[src/rtl/pipeline_hazard_ctrl.sv]
// Stall/flush sequencer for the 5-stage RV32 pipeline.
// Handles load-use, branch redirect, imem miss, dmem wait, dmem watchdog and stall-cycle count.
module pipeline_hazard_ctrl #(
    parameter int unsigned TIMEOUT = 255,
    parameter int unsigned CNT_W   = 32
) (
    input  logic             clk,
    input  logic             rstN,
    input  logic [4:0]       rs1_ID,
    input  logic [4:0]       rs2_ID,
    input  logic             useRs1_ID,
    input  logic             useRs2_ID,
    input  logic             memRead_EX,
    input  logic [4:0]       rd_EX,
    input  logic             branchTaken_EX,
    input  logic             imemValid,
    input  logic             dmemReq_MEM,
    input  logic             dmemAck,
    output logic             pcWrite,
    output logic             en_IF_ID,
    output logic             flush_IF_ID,
    output logic             en_ID_EX,
    output logic             flush_ID_EX,
    output logic             en_EX_MEM,
    output logic             en_MEM_WB,
    output logic             flush_MEM_WB,
    output logic             timeoutErr,
    output logic [CNT_W-1:0] stallCount
);

    localparam int unsigned WAIT_W = 16;

    typedef enum logic [1:0] {
        RUN       = 2'd0,
        DMEM_WAIT = 2'd1,
        ERROR     = 2'd2
    } state_e;

    state_e             state_q, state_d;
    logic [WAIT_W-1:0]  wait_cnt_q, wait_cnt_d;
    logic               timeout_err_q, timeout_err_d;
    logic [CNT_W-1:0]   stall_cnt_q, stall_cnt_d;

    logic dmem_wait;
    logic load_use;

    assign dmem_wait = dmemReq_MEM & ~dmemAck;
    assign load_use  = memRead_EX & (rd_EX != 5'd0) &
                       ((useRs1_ID & (rs1_ID == rd_EX)) | (useRs2_ID & (rs2_ID == rd_EX)));

    // Controls are combinational so a hazard stalls in the cycle it is seen.
    always_comb begin
        pcWrite      = 1'b1;
        en_IF_ID     = 1'b1;
        flush_IF_ID  = 1'b0;
        en_ID_EX     = 1'b1;
        flush_ID_EX  = 1'b0;
        en_EX_MEM    = 1'b1;
        en_MEM_WB    = 1'b1;
        flush_MEM_WB = 1'b0;
        if (!rstN || state_q == ERROR) begin
            pcWrite   = 1'b0;
            en_IF_ID  = 1'b0;
            en_ID_EX  = 1'b0;
            en_EX_MEM = 1'b0;
            en_MEM_WB = 1'b0;
        end else if (dmem_wait) begin
            // Bubble into MEM/WB so the stalled access does not write back twice.
            pcWrite      = 1'b0;
            en_IF_ID     = 1'b0;
            en_ID_EX     = 1'b0;
            en_EX_MEM    = 1'b0;
            flush_MEM_WB = 1'b1;
        end else if (branchTaken_EX) begin
            flush_IF_ID = 1'b1;
            flush_ID_EX = 1'b1;
        end else if (load_use) begin
            pcWrite     = 1'b0;
            en_IF_ID    = 1'b0;
            flush_ID_EX = 1'b1;
        end else if (!imemValid) begin
            pcWrite     = 1'b0;
            flush_IF_ID = 1'b1;
        end
    end

    // Next state, watchdog and stall counter.
    always_comb begin
        state_d       = state_q;
        wait_cnt_d    = wait_cnt_q;
        timeout_err_d = timeout_err_q;
        stall_cnt_d   = stall_cnt_q;
        case (state_q)
            RUN: begin
                if (dmem_wait) begin
                    state_d    = DMEM_WAIT;
                    wait_cnt_d = WAIT_W'(1);
                end
            end
            DMEM_WAIT: begin
                if (dmem_wait) begin
                    if (wait_cnt_q == WAIT_W'(TIMEOUT)) begin
                        state_d       = ERROR;
                        timeout_err_d = 1'b1;
                    end else begin
                        wait_cnt_d = wait_cnt_q + WAIT_W'(1);
                    end
                end else begin
                    state_d    = RUN;
                    wait_cnt_d = '0;
                end
            end
            ERROR:   state_d = ERROR;
            default: state_d = RUN;
        endcase
        if (!pcWrite && state_q != ERROR && stall_cnt_q != {CNT_W{1'b1}}) begin
            stall_cnt_d = stall_cnt_q + CNT_W'(1);
        end
    end

    always_ff @(posedge clk or negedge rstN) begin
        if (!rstN) begin
            state_q       <= RUN;
            wait_cnt_q    <= '0;
            timeout_err_q <= 1'b0;
            stall_cnt_q   <= '0;
        end else begin
            state_q       <= state_d;
            wait_cnt_q    <= wait_cnt_d;
            timeout_err_q <= timeout_err_d;
            stall_cnt_q   <= stall_cnt_d;
        end
    end

    assign timeoutErr = timeout_err_q;
    assign stallCount = stall_cnt_q;

endmodule

[config.mk]
export PLATFORM = sky130hd
export DESIGN_NAME = pipeline_hazard_ctrl
export DESIGN_NICKNAME = d
export VERILOG_FILES = /design/src/rtl/pipeline_hazard_ctrl.sv
export SDC_FILE = /design/constraint.sdc
export NUM_CORES = 1
export LEC_CHECK = 0
export BUFFER_PORTS_ARGS = -buffer_cell sky130_fd_sc_hd__buf_4
export CORE_MARGIN = 3
export CORE_UTILIZATION = 54
export DETAILED_ROUTE_END_ITERATION = 8
export PLACE_DENSITY_LB_ADDON = 0.3
export SLEW_MARGIN = 30
export SYNTH_ARGS = -nofsm -noshare
export SYNTH_HDL_FRONTEND = slang
export SYNTH_SLANG_ARGS = --single-unit
[constraint.sdc]
create_clock -name clk -period 3.1 [get_ports clk]
set_clock_uncertainty 0.1 [all_clocks]
set_input_delay 0.31 -clock clk [delete_from_list [all_inputs] [get_ports clk]]
set_output_delay 0.31 -clock clk [all_outputs]
set_load 0.02 [all_outputs]
==> flow_metrics.env <==
export IMPL_grt_overflow_total=0
export IMPL_critPathTopFamily="simple AND/OR/NAND/NOR gates"
export IMPL_placed_area_um2=3320
export IMPL_slowest_stage="a31oi_2"
export IMPL_core_area_um2=4850
export IMPL_ys_ff_latch=51
export IMPL_seq_area_um2=1280
export IMPL_ant_nets=0
export IMPL_ioPinCount=65
export IMPL_ys_warn_count=0
export IMPL_crit_path_start_kind="register"
export IMPL_layout_nets=379
export IMPL_grt_max_degree=52
export IMPL_synthesis_nets=311
export IMPL_fmax_mhz=418
export IMPL_diodes=0
export IMPL_drive_above_1_share=0.234
export IMPL_vdd_drop_max_uv=465
export IMPL_timing_hold_ws_ns=0.0244
export IMPL_htree_levels=2
export IMPL_grt_pass1_vias=2373
export IMPL_drv_cap=0
export IMPL_clk_path_buf_depth=2
export IMPL_final_area_um2=3440
export IMPL_synth_async_reset_ratio=1.00
export IMPL_hpwlAfterDp_um=4590
export IMPL_die_x_um=77.6
export IMPL_rsz0062_at_grt="no"
export IMPL_post_cts_buffers=0
export IMPL_drc_errors=0
export IMPL_worst_slack_ns=0.707
export IMPL_yosysUniqueCellTypes=44
export IMPL_finalMaxSlewViolations=0
export IMPL_crit_buf_inv=0
export IMPL_path_class="reg -> reg"
export IMPL_end_kind="register"
export IMPL_wl_per_cell_um=15.0
export IMPL_hold_violations=0
export IMPL_routed_wirelength_um=6320
export IMPL_cp_arrival_ns=2.46
export IMPL_path_clk_slew_ns=0.09
export IMPL_ys_flop_type="dfrtp_1"
export IMPL_final_setup_tns_ns=0
export IMPL_drt_first_iter_violations=283
export IMPL_multiInputGateArea_um2=1440
export IMPL_vias=2373
export IMPL_seq_area_frac_synth=0.461
export IMPL_crit_chain="ha_1 -> and4_1 -> and4_1 -> a31oi_2 -> nand4_1 -> xor2_1 -> nor2_1"
export IMPL_cts_sinks=51
export IMPL_grt_antenna_before_repair=0
export IMPL_die_height_um=77.6
export IMPL_worstMarginPinSlew_ns=0.683
export IMPL_io_buffers=64
export IMPL_insertion_delay_ns=0.31
export IMPL_place_ws_ns=0.498
export IMPL_slew_headroom=0.543
export IMPL_fin_crit_ns=2.39
export IMPL_power_density_nw_per_um2=460
export IMPL_hold_path_class="in -> async"
export IMPL_cpMostUsedCell="and4_1"
export IMPL_via_per_inst=5.64
export IMPL_gp_congestion=0.816
export IMPL_power_mw=1.58
export IMPL_clockRootBuffer="clkbuf_8"
export IMPL_initial_core_util=0.571
export IMPL_fillers=387
export IMPL_synth_cells=285
export IMPL_p_leak_nw=1.71
export IMPL_path_max_fanout=12
export IMPL_tritoncts="done"
export IMPL_cp_required_ns=3.17
export IMPL_grt_pass1_wl_um=10800
export IMPL_rows=25
export IMPL_netlist_area_um2=2770
export IMPL_cts_hold_buffers_added=0
export IMPL_synth_edf_count=0
export IMPL_cts_buffers=5
export IMPL_timing_final_crit_share=0.772
export IMPL_cts_resized=0
export IMPL_track_usage=0.216
export IMPL_outcome="completed"
export IMPL_syn_avg_cell_area_um2=9.72
export IMPL_critical_path_max_stage_delay_ns=0.47
export IMPL_area_growth_pct=24.1
export IMPL_setup_viol=0
export IMPL_die_area_um2=6020
export IMPL_drtPass1Iterations=5
-- worst register-to-register path: stages (launching register included) --
cell and delay [ns]:
dfrtp_1 0.45, ha_1 0.26, and4_1 0.24, and4_1 0.31, a31oi_2 0.47, nand4_1 0.20, xor2_1 0.17, nor2_1 0.05
-- final timing paths --
path                          startpoint             end  slack (ns)  cells after the start
setup / recovery           wait_cnt_q[0]   wait_cnt_q[3]        0.71                      7
hold / removal                      rstN      state_q[1]        0.02                      2
setup reg to reg           wait_cnt_q[0]   wait_cnt_q[3]        0.71                      7
hold reg to reg               timeoutErr      timeoutErr        0.39                      1
max in group asynchronous           rstN  stallCount[16]        2.42                      2
min in group clk             dmemReq_MEM      state_q[0]        0.31                      3
-- through the flow --
stage               std cells   util
finish                    421  0.709
global route              421  0.709
CTS                       421  0.708
detailed placement        413  0.684
global placement          413  0.684
floorplan                 285      -
-- cell type report --
class                           instances  share of cell area
Multi-Input combinational cell        222               0.419
Sequential cell                        51               0.371
Timing Repair Buffer                   67               0.146
Tap cell                               67              0.0244
Clock buffer                            5              0.0200
Clock inverter                          3              0.0127
Inverter                                6             0.00655
-- registers in the layout (all words and copies together) (netlist names) --
register    cells
state_q         2
wait_cnt_q     16
stallCount     32
timeoutErr      1
-- cell usage after synthesis (2+ instances only) --
cell type,count,share of area
xor2_1,37,0.12
o22ai_1,2,0.0045
nor3_1,16,0.029
or4_1,3,0.0081
ha_1,2,0.0090
a21oi_1,4,0.0072
nand4_1,18,0.041
or3_1,4,0.0090
buf_2,3,0.0054
a31oi_1,3,0.0068
and4_1,7,0.022
nor2_1,28,0.038
nor3b_1,3,0.0081
nand2_1,23,0.031
xnor2_1,14,0.044
o21bai_1,2,0.0054
nor4_1,3,0.0068
o21ai_0,10,0.018
o31ai_1,2,0.0054
nand2b_1,2,0.0045
and2_1,3,0.0068
nand3_1,14,0.025
and3_1,6,0.014
inv_1,6,0.0081
dfrtp_1,51,0.46
-- power by group --
group	switching, mW	internal, mW	total, mW	leakage, nW
logic	0.185	0.142	0.327	0.955
clock network	0.230	0.241	0.471	0.0581
registers	0.0733	0.709	0.782	0.698
total	0.488	1.09	1.58	1.71
-- layout by cell type (no fill, tap or decap), drive strengths merged, types with 2 or more instances in the layout --
| cell | Yosys | routed |
|---|---|---|
| xnor2 | 14 | 14 |
| a31oi | 4 | 4 |
| clkinv | 0 | 2 |
| nor2 | 28 | 28 |
| nand3 | 15 | 15 |
| inv | 6 | 6 |
| nor4 | 3 | 3 |
| xor2 | 37 | 37 |
| buf | 5 | 67 |
| o21ai | 10 | 10 |
| clkbuf | 1 | 5 |
| ha | 2 | 2 |
| or3 | 4 | 4 |
| and3 | 6 | 6 |
| o22ai | 2 | 2 |
| a21oi | 4 | 4 |
| nand2b | 2 | 2 |
| nor3 | 17 | 17 |
| and4 | 7 | 7 |
| dfrtp | 51 | 51 |
| o21bai | 2 | 2 |
| o31ai | 2 | 2 |
| and2 | 3 | 3 |
| nand2 | 23 | 23 |
| nor3b | 3 | 3 |
| nand4 | 19 | 19 |
| or4 | 3 | 3 |
-- per-layer routing --
layer / GRT usage / vias to the layer above / wire length (um)
met2: 0.374 / 77 / 3150
met3: 0.0464 / 4 / 357
met1: 0.274 / 1139 / 2760
li1: - / 1153 / -
met4: 0.0516 / 0 / 45
met5: 0 / - / 0
-- cell families (layout without fill, tap and decap cells) --
| kind of cell | count (synthesis) | count (layout) | synth area share |
|---|---|---|---|
| DFF | 51 | 51 | 0.461 |
| buffers and inverters | 12 | 81 | 0.0217 |
| and+or+nand+nor | 136 | 136 | 0.267 |
| adders and majority gates | 2 | 2 | 0.00904 |
| AOI/OAI and AO/OA | 32 | 32 | 0.0759 |
| xor gates and xnor gates | 51 | 51 | 0.161 |
| muxes | 1 | 1 | 0.00407 |
Power figures use the tool's default switching activity.
